<file path="config.mk">
export PLATFORM = sky130hd
export DESIGN_NAME = counter_sequencer
export DESIGN_NICKNAME = d
export VERILOG_FILES = /design/src/rtl/counter_seq_pkg.sv /design/src/rtl/counter_sequencer_mod_counter.sv /design/src/rtl/counter_sequencer.sv
export SDC_FILE = /design/constraint.sdc
export NUM_CORES = 1
export LEC_CHECK = 0
export BUFFER_PORTS_ARGS = -buffer_cell sky130_fd_sc_hd__buf_2
export CAP_MARGIN = 20
export CORE_MARGIN = 1
export CORE_UTILIZATION = 62
export CTS_BUF_LIST = sky130_fd_sc_hd__clkbuf_8
export DETAILED_ROUTE_END_ITERATION = 16
export PLACE_DENSITY = 0.86
export SYNTH_ARGS = -nofsm -noshare
export SYNTH_HDL_FRONTEND = slang
export SYNTH_HIERARCHICAL = 1
export SYNTH_SLANG_ARGS = --single-unit
export TNS_END_PERCENT = 30
</file>
<file path="constraint.sdc">
create_clock -name clk -period 5.4 [get_ports clk]
set_clock_uncertainty 0.15 [all_clocks]
set_input_delay 0.81 -clock clk [delete_from_list [all_inputs] [get_ports clk]]
set_output_delay 0.81 -clock clk [all_outputs]
set_load 0.05 [all_outputs]
</file>
<file path="src/rtl/counter_seq_pkg.sv">
// Shared types and default sizes for the counter sequencer and its modulo counter.
package counter_seq_pkg;

  localparam int unsigned WIDTH_DEF   = 4;
  localparam int unsigned LOOPS_W_DEF = 4;

  typedef enum logic [1:0] {
    IDLE = 2'd0,
    RUN  = 2'd1,
    HOLD = 2'd2,
    DONE = 2'd3
  } state_e;

endpackage

</file>
<file path="src/rtl/counter_sequencer_mod_counter.sv">
// Modulo up-counter: clr beats en, at_term flags q reaching the terminal value.
module mod_counter
  import counter_seq_pkg::*;
#(
  parameter int unsigned WIDTH = WIDTH_DEF
) (
  input  logic             clk,
  input  logic             reset,
  input  logic             en,
  input  logic             clr,
  input  logic [WIDTH-1:0] term,
  output logic [WIDTH-1:0] q,
  output logic             at_term
);

  logic [WIDTH-1:0] q_d;
  logic [WIDTH-1:0] q_q;

  always_comb begin
    q_d = q_q;
    if (clr) begin
      q_d = '0;
    end else if (en) begin
      q_d = q_q + WIDTH'(1);
    end
  end

  always_ff @(posedge clk or negedge reset) begin
    if (!reset) begin
      q_q <= '0;
    end else begin
      q_q <= q_d;
    end
  end

  assign q       = q_q;
  assign at_term = (q_q == term);

endmodule

</file>
<file path="src/rtl/counter_sequencer.sv">
// Run controller: sequences a modulo counter through start/pause/stop and
// completes after a latched number of wraps (0 = free-run until stop).
module counter_sequencer
  import counter_seq_pkg::*;
#(
  parameter int unsigned WIDTH   = WIDTH_DEF,
  parameter int unsigned LOOPS_W = LOOPS_W_DEF
) (
  input  logic               clk,
  input  logic               reset,
  input  logic               start,
  input  logic               pause,
  input  logic               stop,
  input  logic [WIDTH-1:0]   terminal,
  input  logic [LOOPS_W-1:0] loops,
  output logic [WIDTH-1:0]   q,
  output logic               wrap,
  output logic               busy,
  output logic               done
);

  state_e             state_q, state_d;
  logic [WIDTH-1:0]   term_q, term_d;
  logic [LOOPS_W-1:0] loops_q, loops_d;
  logic [LOOPS_W-1:0] loop_cnt_q, loop_cnt_d;
  logic               wrap_q, wrap_d;
  logic               done_q, done_d;
  logic               busy_q, busy_d;

  logic               cnt_en_c;
  logic               cnt_clr_c;
  logic               at_term_c;
  logic [LOOPS_W-1:0] loop_cnt_inc_c;
  logic               final_wrap_c;

  mod_counter #(.WIDTH(WIDTH)) u_cnt (
    .clk     (clk),
    .reset   (reset),
    .en      (cnt_en_c),
    .clr     (cnt_clr_c),
    .term    (term_q),
    .q       (q),
    .at_term (at_term_c)
  );

  assign loop_cnt_inc_c = loop_cnt_q + LOOPS_W'(1);
  assign final_wrap_c   = (loops_q != '0) && (loop_cnt_inc_c == loops_q);

  // State register
  always_ff @(posedge clk or negedge reset) begin
    if (!reset) begin
      state_q <= IDLE;
    end else begin
      state_q <= state_d;
    end
  end

  // Next state: stop beats pause beats counting
  always_comb begin
    state_d = state_q;
    case (state_q)
      IDLE: if (start && !stop) state_d = RUN;
      RUN: begin
        if (stop) begin
          state_d = IDLE;
        end else if (pause) begin
          state_d = HOLD;
        end else if (at_term_c && final_wrap_c) begin
          state_d = DONE;
        end
      end
      HOLD: begin
        if (stop) begin
          state_d = IDLE;
        end else if (!pause) begin
          state_d = RUN;
        end
      end
      DONE:    state_d = IDLE;
      default: state_d = IDLE;
    endcase
  end

  // Counter controls, run bookkeeping and registered output values
  always_comb begin
    cnt_en_c   = 1'b0;
    cnt_clr_c  = 1'b0;
    term_d     = term_q;
    loops_d    = loops_q;
    loop_cnt_d = loop_cnt_q;
    wrap_d     = 1'b0;
    done_d     = 1'b0;
    case (state_q)
      IDLE: begin
        cnt_clr_c = 1'b1;
        if (start && !stop) begin
          term_d     = terminal;
          loops_d    = loops;
          loop_cnt_d = '0;
        end
      end
      RUN: begin
        if (stop) begin
          cnt_clr_c  = 1'b1;
          loop_cnt_d = '0;
        end else if (!pause) begin
          if (at_term_c) begin
            cnt_clr_c  = 1'b1;
            wrap_d     = 1'b1;
            loop_cnt_d = loop_cnt_inc_c;
            done_d     = final_wrap_c;
          end else begin
            cnt_en_c = 1'b1;
          end
        end
      end
      HOLD: begin
        if (stop) begin
          cnt_clr_c  = 1'b1;
          loop_cnt_d = '0;
        end
      end
      DONE:    cnt_clr_c = 1'b1;
      default: cnt_clr_c = 1'b1;
    endcase
    busy_d = (state_d == RUN) || (state_d == HOLD);
  end

  always_ff @(posedge clk or negedge reset) begin
    if (!reset) begin
      term_q     <= '0;
      loops_q    <= '0;
      loop_cnt_q <= '0;
      wrap_q     <= 1'b0;
      done_q     <= 1'b0;
      busy_q     <= 1'b0;
    end else begin
      term_q     <= term_d;
      loops_q    <= loops_d;
      loop_cnt_q <= loop_cnt_d;
      wrap_q     <= wrap_d;
      done_q     <= done_d;
      busy_q     <= busy_d;
    end
  end

  assign wrap = wrap_q;
  assign done = done_q;
  assign busy = busy_q;

endmodule

</file>
Word-level counts from Yosys, hierarchy flattened:

Index checks and enable logic that the tools add are counted.

* flip-flop bits (word level): 21
* bits of input ports: 13
* output and inout bits: 7
* logic and storage cells: 63

* add/sub/neg operators: 2
* equal/unequal tests: 11
* multiplexer cells: 30
* reduce and logical (&&, ||, !) cells: 12

Operators with widths (number)
* two-way mux 4 bit: 7
* two-way mux 1 bit: 14
* two-way mux 2 bit: 6
* one-hot mux 4 bit (3 select lines): 1
* adder 4 x 1 -> 4 bit (second input constant): 2
* equality test 4 bit: 2
* one-hot mux 2 bit (4 select lines): 1
* equality test 2 bit (second input constant): 3
* != test 3 bit (second input constant): 2
* AND reduction 5 bit: 1
* equality test 2 x 1 -> 1 bit (second input constant): 2
* != test 2 bit (second input constant): 2
* nonzero test 4 bit: 1
* logical AND 1 bit: 3
* one-hot mux 1 bit (3 select lines): 1
* nonzero test 3 bit: 1
* zero test 2 bit: 1
* AND reduction 2 bit: 1
* nonzero test 2 bit: 1
* OR reduction 2 bit: 1
* zero test 1 bit: 1
* logical OR 1 bit: 1

Depth between registers and ports, before layout:

Gate-level depths: netlist of the first run.

* depth after elaboration: 10
* depth in mapped cells: 9
* mapped depth without buffers: 9

By module:

The synthesis of the first run kept the hierarchy.

Modules (own cells, without submodules)
* counter_sequencer: times used 1, cells an instance 92, area each 977.2 µm², sequential area each 425.4 µm²
* mod_counter: times used 1, cells an instance 21, area each 234.0 µm², sequential area each 100.1 µm²

Worst setup path after synthesis of the first run:

No wires, ideal clock.

* path kind: register to register
* start point: reg u_cnt.q_q[0] (netlist: u_cnt/q[0])
* end point: reg u_cnt.q_q[3] (netlist: u_cnt/q[3])
* setup time: 0.125 ns
* data arrival time: 2.155 ns
* data required time: 5.125 ns
* slack: 2.970 ns
* cell stages (with the launch flop): 9
* path buffers: 0
* period minus slack after synthesis: 2.430 ns
* cell sequence: dfrtp_1 xor2_1 nor4_1 nor2b_1 a21o_1 o21ai_0 o21ai_0 nor2_1 mux2_4

* word-level cells in the longest chain between the ends: 6
* elaborated cells between the ends (all ways): 13
* those cells by class: 1 x add/sub; 1 x eq/ne; 10 x mux; 1 x reduce/logical

Ends and longest elaborated chain
* from (decl): RTL line counter_sequencer_mod_counter.sv:17 `logic [WIDTH-1:0] q_q;`
* from (signal assigned): RTL line counter_sequencer_mod_counter.sv:32 `q_q <= q_d;`
* equality test 4 bit (*): RTL line counter_sequencer_mod_counter.sv:37 `assign at_term = (q_q == term);`
* net at_term_c: RTL line counter_sequencer.sv:32 `logic at_term_c;`
* two-way mux 1 bit (*): RTL line counter_sequencer.sv:107 `if (at_term_c) begin`
* two-way mux 1 bit (*): RTL line counter_sequencer.sv:106 `end else if (!pause) begin`
* two-way mux 1 bit (*): RTL line counter_sequencer.sv:103 `if (stop) begin`
* one-hot mux 1 bit (3 select lines) (*): RTL line counter_sequencer.sv:93 `case (state_q)`
* net cnt_clr_c: RTL line counter_sequencer.sv:31 `logic cnt_clr_c;`
* two-way mux 4 bit / nonzero test 2 bit (equally long branches)

The timed path passes the listed nets; every way through them passes the cells marked *. The select of a mux whose other input is x is not followed.
A chain may end at the register's enable or synchronous reset.

Final worst setup path of the first run:

Same ends and word-level chain as after synthesis.

==> run_results.csv, run 1 <==
group,metric,value,unit
routing,drc,0,
worst_setup_path,path_max_fanout,5,
worst_setup_path,path_class,"reg -> reg",
clock_network,h-tree-depth,1,
yosys,yosysMostFrequentCell,"dfrtp_1",
power_and_ir_drop,vdd_drop_max,0.299,mV
placed_design,post-place-ws,2.97,ns
worst_setup_path,critPathLaunchType,"flop",
timing,finalSetupViolCount,0,
worst_setup_path,arrival,2.42,ns
routing,viasPerCell,5.73,
worst_setup_path,crit_path_top_delay_cell,"dfrtp_1",
clock_network,tritoncts,"done",
flow_run,drv_cap,0,
run_status,outcome,"finished clean",
finish,design_area,0.00137,sq mm
yosys,synthFlopType,"dfrtp_1",
timing,slew_viol_final,0,
floorplanning,start_util,0.679,
yosys,synth_edf_count,0,
global_routing,grt_use_met2,0.397,
timing,tightest_slew,0.594,ns
floorplanning,die-area,0.00213,sq mm
yosys,synth_common_cells,"dfrtp_1, mux2_2, o21ai_0",
routing,drtIter0Drc,28,
finish,drive_gt1_frac,0.306,
worst_setup_path,worst_path_most_repeated_cell,"o21ai_0",
routing,wirelength,2220,um
finish,num_antenna_cells,0,
routing,wire_per_inst,14.0,um
power_and_ir_drop,p_per_area,493,mW/mm^2
yosys,avgSynthCellArea,10.7,sq um
timing,rsz0062_at_grt,"no",
power_and_ir_drop,leakagePower,0.677,nW
timing,clock.fmax,412,MHz
routing,drt_first_pass_iters,4,
global_routing,track_usage,0.245,
clock_network,cts_resized,0,
clock_network,clock_path_buffers,2,
finish,syn2layout_area_growth,13.3,%
clock_network,cts_hold_buf,0,
finish,fin_nets,153,
yosys,synth.area.top_cells,"dfrtp_1, mux2_2, ha_1",
yosys,ys_seq_elements,21,
timing,hold_slack,0.341,ns
worst_setup_path,required,5.40,ns
placed_design,place_congestion,0.865,
global_routing,grt_pass1_vias,852,
hold_path,hp-class,"in -> async",
global_routing,grtUsageMet3,0.0353,
clock_network,clock_sinks,21,
routing,vias,911,
worst_setup_path,slowest_delay,0.44,ns
worst_setup_path,end_kind,"flop",
timing,slew_headroom,0.601,
floorplanning,die_h,46.2,um
yosys,yosysTopAreaCell,"dfrtp_1",
power_and_ir_drop,p_switching,0.279,mW
global_routing,globalRoute.busiestLayer,"met2",
routing,ant_nets,0,
timing,min_period,2.43,ns
clock_network,numCtsBuffers,3,
power_and_ir_drop,p_int,0.398,mW
floorplanning,row_count,15,
floorplanning,pin_count,20,
yosys,ys_seq_area_frac,0.434,
yosys,syn_nets,131,
global_routing,grt_max_degree,22,
global_routing,antenna_found_initial,0,
power_and_ir_drop,p_seq_frac,0.365,
power_and_ir_drop,power_frac_comb,0.491,
clock_network,clock_latency,0.26,ns
yosys,synth_cells,113,
finish,post-route-util,0.770,
timing,fin_crit_sh,0.449,
yosys,yosysUniqueCellTypes,39,
floorplanning,fp.dieW,46.2,um
worst_setup_path,crit_chain,"xor2_1 > nor4_1 > nor2b_1 > a21o_1 > o21ai_0 > o21ai_0 > nor2_1 > mux2_4",
yosys,async_reset_ff_frac,1.00,
clock_network,clk_pin_slew,0.08,ns
clock_network,cts-root-buf,"clkbuf_8",
yosys,synth_area,0.00121,sq mm
yosys,synth_top_area_frac,0.434,
power_and_ir_drop,swShare,0.412,
global_routing,grt-ovfl-total,0,
worst_setup_path,critPathTopFamily,"simple AND/OR/NAND/NOR gates",
timing,timing.setup.tns,0,ns
timing,timing.final.ws_setup,2.97,ns
placed_design,dpl-instance-area,0.00133,sq mm
yosys,yosysWarnings,6,
worst_setup_path,critPathBufInv,0,
placed_design,dp_hpwl,1670,um
placed_design,port_buffers,19,
timing,final_hold_viol_count,0,
global_routing,grt_pass1_wl,3710,um
global_routing,use_met1,0.333,
power_and_ir_drop,clkPwrFrac,0.144,
floorplanning,core-area,0.00178,sq mm
clock_network,postCtsSetupBuffers,0,
[layer usage]
metal | part of all wire | routed length [um]
met1 | 0.47 | 1050
met2 | 0.47 | 1050
met3 | 0.031 | 69
met4 | 0.019 | 43
met5 | 0 | 0
[registers in the layout, indices dropped and copies added (netlist names)]
name,cells
loop_cnt_q,4
loops_q,4
term_q,4
u_cnt/q,4
state_q,2
busy,1
done,1
wrap,1
[layout make-up]
type	count	area (sq um)
clock buffers	3	41.3
clock inverters	1	3.75
fillers	125	410
inverters	5	18.8
multi-input cells	85	657
flip-flops and latches	21	526
well taps	25	31.3
repair buffers	19	95.1
[path summary, 6_finish.rpt]
path / startpoint / endpoint / slack (ns) / depth (start not counted)
min in group clk: term_q[3] / term_q[3] / 0.39 / 1
worst max-delay path: u_cnt/q[0] / u_cnt/q[3] / 2.97 / 8
max in group asynchronous: reset / loop_cnt_q[2] / 4.43 / 1
worst min-delay path: reset / u_cnt/q[3] / 0.34 / 1
worst max register to register: u_cnt/q[0] / u_cnt/q[3] / 2.97 / 8
worst min register to register: term_q[3] / term_q[3] / 0.39 / 1
[metrics by stage]
stage	std cells	power (mW)
after CTS	159	0.678
after detailed placement	155	0.579
after global routing	159	0.723
after floorplan	113	0.509
after global placement	155	0.563
final	159	0.677
[cell families (layout without fill, tap and decap cells)]
logic type      count (synthesis)  count (layout)  share of synthesized area
compound gates                 25              25                      0.150
flops                          21              21                      0.434
mux                            11              11                      0.106
buf+inv                         7              28                     0.0238
simple gates                   34              34                      0.156
fa+ha+maj                       5               5                     0.0517
xor+xnor                       10              10                     0.0785
[cell usage in the layout (no fill, tap or decap), types with 3 or more instances in the layout]
| cell type | Yosys | routed |
|---|---|---|
| inv_1 | 5 | 6 |
| mux2_2 | 8 | 8 |
| clkbuf_8 | 0 | 3 |
| nor3_1 | 6 | 6 |
| o21ai_0 | 7 | 7 |
| xnor2_1 | 3 | 3 |
| nor2b_1 | 4 | 4 |
| xor2_1 | 6 | 6 |
| dfrtp_1 | 21 | 21 |
| a21oi_1 | 4 | 4 |
| buf_2 | 2 | 19 |
| ha_1 | 5 | 5 |
| nor2_1 | 6 | 6 |
| nand2_1 | 4 | 4 |
[power groups by stage]
stage          registers (mW)  logic [mW]  clock network, mW
2_1_floorplan           0.267       0.242                  0
3_3_place_gp            0.246       0.318                  0
3_5_place_dp            0.250       0.329                  0
4_1_cts                 0.247       0.332             0.0995
5_1_grt                 0.254       0.364              0.105
6_report                0.247       0.332             0.0974
Note: power is estimated with default switching activity, not from simulation.
==> run 2, diff against run 1 <==
ABC_AREA = 1   (was not set)
CORE_UTILIZATION = 57   (was 62)
PLACE_DENSITY = 0.8   (was 0.86)
clock period = 2.52 ns   (was 5.4 ns; I/O delays follow)
==> run 2 against run 1 <==
  * Global-route usage shrank 2.6 points
  * Worst hold slack lost 0.15 ns
  * Power rose by 96%
  * Sequential share of layout area is 0.60 points higher
  * Setup slack got worse by 2.4 ns
  * Critical endpoint is now busy
  * Largest power group unchanged
  * Highest routed layer unchanged
==> run_results.csv, run 2 <==
group,metric,value,unit
yosys,synthFlopType,"dfrtp_1",
placed_design,dpl-instance-area,0.00130,sq mm
global_routing,grt_pass1_vias,852,
hold_path,hp-class,"in -> reg",
global_routing,track_usage,0.219,
timing,finalSetupViolCount,0,
finish,fin_nets,191,
worst_setup_path,crit_path_end,"busy",
yosys,ys_seq_area_frac,0.448,
yosys,synth_top_area_frac,0.448,
routing,drtIter0Drc,21,
worst_setup_path,required,2.52,ns
run_status,outcome,"finished clean",
yosys,yosysMostFrequentCell,"nand2_1",
finish,num_antenna_cells,0,
finish,drive_gt1_frac,0.180,
placed_design,dp_hpwl,1630,um
yosys,ys_seq_elements,21,
global_routing,grt_pass1_wl,3390,um
routing,wire_per_inst,10.6,um
clock_network,h-tree-depth,1,
placed_design,place_congestion,0.792,
global_routing,antenna_found_initial,0,
yosys,async_reset_ff_frac,1.00,
worst_setup_path,path_class,"reg -> reg",
floorplanning,start_util,0.604,
routing,wirelength,2110,um
worst_setup_path,startpoint,"u_cnt/q[2]",
finish,regArea,526,sq um
yosys,synth_edf_count,0,
clock_network,clock_latency,0.26,ns
power_and_ir_drop,vdd_drop_max,0.756,mV
routing,ant_nets,0,
timing,hold_slack,0.196,ns
power_and_ir_drop,leakagePower,0.724,nW
finish,multi_input_area,551,sq um
timing,tightest_slew,0.504,ns
timing,slew_headroom,0.663,
worst_setup_path,rrSetupSlack,0.56,ns
timing,fin_crit_sh,0.777,
yosys,yosysWarnings,6,
routing,vias,983,
routing,drc,0,
floorplanning,fp.dieW,47.4,um
floorplanning,die_h,47.4,um
clock_network,cts_resized,0,
global_routing,grt-ovfl-total,0,
yosys,yosysUniqueCellTypes,20,
clock_network,clock_path_buffers,2,
placed_design,post-place-ws,0.601,ns
timing,clock.fmax,511,MHz
worst_setup_path,arrival,1.96,ns
worst_setup_path,critPathLaunchType,"flop",
global_routing,grt_max_degree,22,
yosys,syn_nets,167,
timing,timing.final.ws_setup,0.561,ns
flow_run,drv_cap,0,
finish,layout_common_cells,"nand2_1, inv_1, dfrtp_1",
timing,slew_viol_final,0,
clock_network,tritoncts,"done",
worst_setup_path,end_kind,"flop",
yosys,synth_area,0.00117,sq mm
timing,min_period,1.96,ns
clock_network,clock_sinks,21,
finish,final_common_cell,"nand2_1",
floorplanning,row_count,16,
floorplanning,core-area,0.00194,sq mm
floorplanning,pin_count,20,
finish,syn2layout_area_growth,15.3,%
power_and_ir_drop,p_per_area,982,mW/mm^2
yosys,yosysTopAreaCell,"dfrtp_1",
timing,timing.setup.tns,0,ns
clock_network,numCtsBuffers,3,
clock_network,clk_pin_slew,0.07,ns
routing,drt_first_pass_iters,6,
worst_setup_path,path_max_fanout,5,
yosys,synth.area.top_cells,"dfrtp_1, nand2_1, inv_1",
timing,rsz0062_at_grt,"no",
yosys,synth_cells,149,
routing,viasPerCell,4.94,
worst_setup_path,rr_worst_depth,14,
worst_setup_path,reg2reg_to,"busy",
finish,n_fill_cell,166,
yosys,avgSynthCellArea,7.87,sq um
finish,design_area,0.00135,sq mm
placed_design,port_buffers,19,
clock_network,cts-root-buf,"clkbuf_8",
yosys,synth_common_cells,"nand2_1, inv_1, dfrtp_1",
worst_setup_path,r2r-start,"u_cnt/q[2]",
floorplanning,die-area,0.00224,sq mm
timing,final_hold_viol_count,0,
run 2: routing by layer:
layer / up-vias / GRT usage / wire length [um]
met3: 5 / 0.0385 / 38
met4: 0 / 0.103 / 35
met1: 445 / 0.273 / 964
met2: 16 / 0.367 / 1070
li1: 517 / - / -
met5: - / 0 / 0
run 2: kinds of logic (layout without fill, tap and decap cells):
group	count (synthesis)	in the layout	share of synthesized area
flops	21	21	0.448
buf+inv	25	48	0.0822
xor+xnor	4	4	0.0299
compound gates	19	19	0.0886
simple gates	71	71	0.259
mux	4	4	0.0384
fa+ha+maj	5	5	0.0534
run 2: worst min-delay path by stage:
stage	slack, ns	start	to	cells after the start
after global placement	0.20	reset	loop_cnt_q[2]	1
after floorplan	-0.07	reset	busy	0
final	0.20	terminal[2]	term_q[2]	2
after detailed placement	0.20	reset	loop_cnt_q[2]	1
after CTS	0.19	terminal[2]	term_q[2]	2
after global routing	0.20	terminal[0]	term_q[0]	2
run 2: area by class of cell:
class | instances | share of cell area
Clock buffer | 3 | 0.0306
Tap cell | 27 | 0.0250
Timing Repair Buffer | 20 | 0.0778
Clock inverter | 1 | 0.00278
Sequential cell | 21 | 0.389
Inverter | 24 | 0.0676
Multi-Input combinational cell | 103 | 0.407
run 2: timing repair:
action | CTS | global route
buffers inserted | 0 | 0
hold endpoints to repair | 21 | 0
hold buffers | 1 | 0
run 2: critical path: stages, from the launching register on:
cell and delay [ns]:
dfrtp_1 0.43, xnor2_1 0.19, nand2_1 0.07, nor2_1 0.13
inv_1 0.08, a21oi_1 0.12, nand3_1 0.08, nor2_1 0.14
nand3_1 0.10, nand2_1 0.07, nand2_1 0.05, nand2_1 0.07
nand2_1 0.07, nand2_1 0.06, nand2_1 0.04
run 2: power breakdown:
group	switching (mW)	internal [mW]
logic	0.393	0.229
clock network	0.102	0.108
registers	0.0618	0.433
run 2: stage by stage:
stage / instances / power, mW / util
after CTS: 199 / 1.34 / 0.696
after detailed placement: 194 / 1.12 / 0.668
after global routing: 199 / 1.45 / 0.696
after global placement: 194 / 1.10 / 0.668
final: 199 / 1.33 / 0.696
after floorplan: 149 / 0.993 / -
==> run 3, diff against run 2 <==
CORE_UTILIZATION = 52   (was 57)
PLACE_DENSITY = 0.77   (was 0.8)
clock period = 1.6 ns   (was 2.52 ns; I/O delays follow)
==> run 3 against run 2 <==
  * Power is 88% higher
  * Maximum frequency is 0.33% higher
  * Die area is 9.2% higher
  * Routed wire length is 30% higher
  * First-iteration DRC count is 43% higher
  * Register-to-register slack worse by 0.91 ns
  * Cell count is 12% higher
  * Clock power is 71% higher
  * Worst hold slack worse by 0.14 ns
  * The run now ends with setup timing left
  * Setup slack worse by 0.91 ns
  * Combinational power is 120% higher
  * Utilization is 7.7 points higher
==> run_results.csv, run 3 (synthesized netlist as in run 2, its figures left out) <==
group,metric,value,unit
run_status,outcome,"finished with violations",
run_status,violations,"setup timing",
routing,drt_first_pass_iters,4,
floorplanning,core-area,0.00204,sq mm
clock_network,clock_path_buffers,2,
global_routing,grt_pass1_wl,4590,um
timing,timing.final.ws_setup,-0.352,ns
routing,ant_nets,0,
finish,layout_common_cells,"nand2_1, buf_4, inv_1",
floorplanning,die-area,0.00245,sq mm
worst_setup_path,rr_worst_depth,14,
worst_setup_path,end_kind,"flop",
worst_setup_path,r2r-start,"u_cnt/q[3]",
flow_run,drv_cap,0,
worst_setup_path,arrival,1.96,ns
worst_setup_path,rrSetupSlack,-0.35,ns
worst_setup_path,crit_path_end,"busy",
floorplanning,pin_count,20,
finish,post-route-util,0.773,
power_and_ir_drop,vdd_drop_max,1.26,mV
timing,hold_slack,0.0525,ns
power_and_ir_drop,leakagePower,0.831,nW
clock_network,numCtsBuffers,3,
finish,design_area,0.00158,sq mm
worst_setup_path,startpoint,"u_cnt/q[3]",
timing,final_hold_viol_count,0,
routing,vias,1119,
worst_setup_path,reg2reg_to,"busy",
timing,finalSetupViolCount,13,
finish,final_cells,222,
timing,slew_viol_final,0,
routing,wirelength,2740,um
routing,wire_per_inst,12.3,um
global_routing,grt_pass1_vias,1145,
finish,num_antenna_cells,0,
routing,drtIter0Drc,30,
global_routing,grt-ovfl-total,0,
hold_path,holdPathStages,2,
worst_setup_path,critPathLaunchType,"flop",
global_routing,grt_max_degree,22,
clock_network,tritoncts,"done",
power_and_ir_drop,p_per_area,1580,mW/mm^2
placed_design,placed_cells,212,
routing,drc,0,
timing,fin_crit_sh,1.22,
floorplanning,die_h,49.5,um
placed_design,port_buffers,19,
worst_setup_path,path_class,"reg -> reg",
hold_path,hp-class,"in -> reg",
floorplanning,start_util,0.574,
global_routing,antenna_found_initial,0,
placed_design,dp_hpwl,1950,um
clock_network,clock_latency,0.26,ns
floorplanning,row_count,16,
placed_design,place_congestion,0.848,
power_and_ir_drop,p_total,2.49,mW
timing,slew_headroom,0.697,
clock_network,clk_pin_slew,0.08,ns
finish,drive_gt1_frac,0.364,
timing,tightest_slew,0.454,ns
timing,rsz0062_at_grt,"yes",
finish,fin_nets,214,
timing,clock.fmax,512,MHz
finish,syn2layout_area_growth,34.6,%
timing,timing.setup.tns,-3.18,ns
clock_network,clock_sinks,21,
clock_network,cts-root-buf,"clkbuf_8",
worst_setup_path,required,1.61,ns
routing,viasPerCell,5.04,
global_routing,track_usage,0.245,
finish,final_common_cell,"nand2_1",
worst_setup_path,path_max_fanout,3,
placed_design,dpl-instance-area,0.00144,sq mm
floorplanning,fp.dieW,49.5,um
timing,min_period,1.95,ns
placed_design,post-place-ws,-0.330,ns
clock_network,h-tree-depth,1,
==> run 3: worst min-delay path by stage <==
stage	slack [ns]	end	from
floorplan	-0.21	busy	reset
global placement	0.06	loop_cnt_q[2]	reset
detailed placement	0.06	loop_cnt_q[2]	reset
CTS	0.05	term_q[2]	terminal[2]
global route	0.05	term_q[2]	terminal[2]
finish	0.05	term_q[2]	terminal[2]
==> run 3: critical path, stage by stage, from the launching register on <==
cell and delay, ns:
dfrtp_2 0.44, xnor2_2 0.16, nand2_1 0.09, nor2_2 0.17, inv_2 0.07, a21oi_2 0.10, nand3_1 0.09, nor2_2 0.12
nand3_1 0.10, nand2_1 0.07, nand2_1 0.06, nand2_2 0.07, nand2_2 0.05, nand2_1 0.06, nand2_1 0.04
==> run 3: layout make-up <==
type | count | area (sq um)
Multi-Input combinational cell | 103 | 592
Sequential cell | 21 | 531
Fill cell | 148 | 464
Timing Repair Buffer | 43 | 282
Inverter | 24 | 91.3
Clock buffer | 3 | 41.3
Tap cell | 27 | 33.8
Clock inverter | 1 | 7.51
==> run 3: metal layers <==
metal / routed length (um) / vias up / track usage
li1: - / 567 / -
met1: 1150 / 521 / 0.275
met2: 1460 / 25 / 0.457
met3: 90 / 6 / 0.0370
met4: 34 / 0 / 0.100
met5: 0 / - / 0
==> run 3: report_power, final <==
group / leakage, nW / internal, mW / switching [mW]
clock: 0.0217 / 0.176 / 0.184
sequential: 0.260 / 0.683 / 0.100
combinational: 0.549 / 0.576 / 0.768
total: 0.831 / 1.43 / 1.05
==> run 3: what timing repair did <==
| item | CTS | global route |
|---|---|---|
| cloned | 0 | 0 |
| hold buffers | 1 | 0 |
| endpoints found under the hold margin | 21 | 0 |
| setup buffers | 5 | 1 |
| gates resized for setup | 8 | 6 |
| pin swaps | 5 | 5 |
| endpoints found under the setup margin | 19 | 15 |
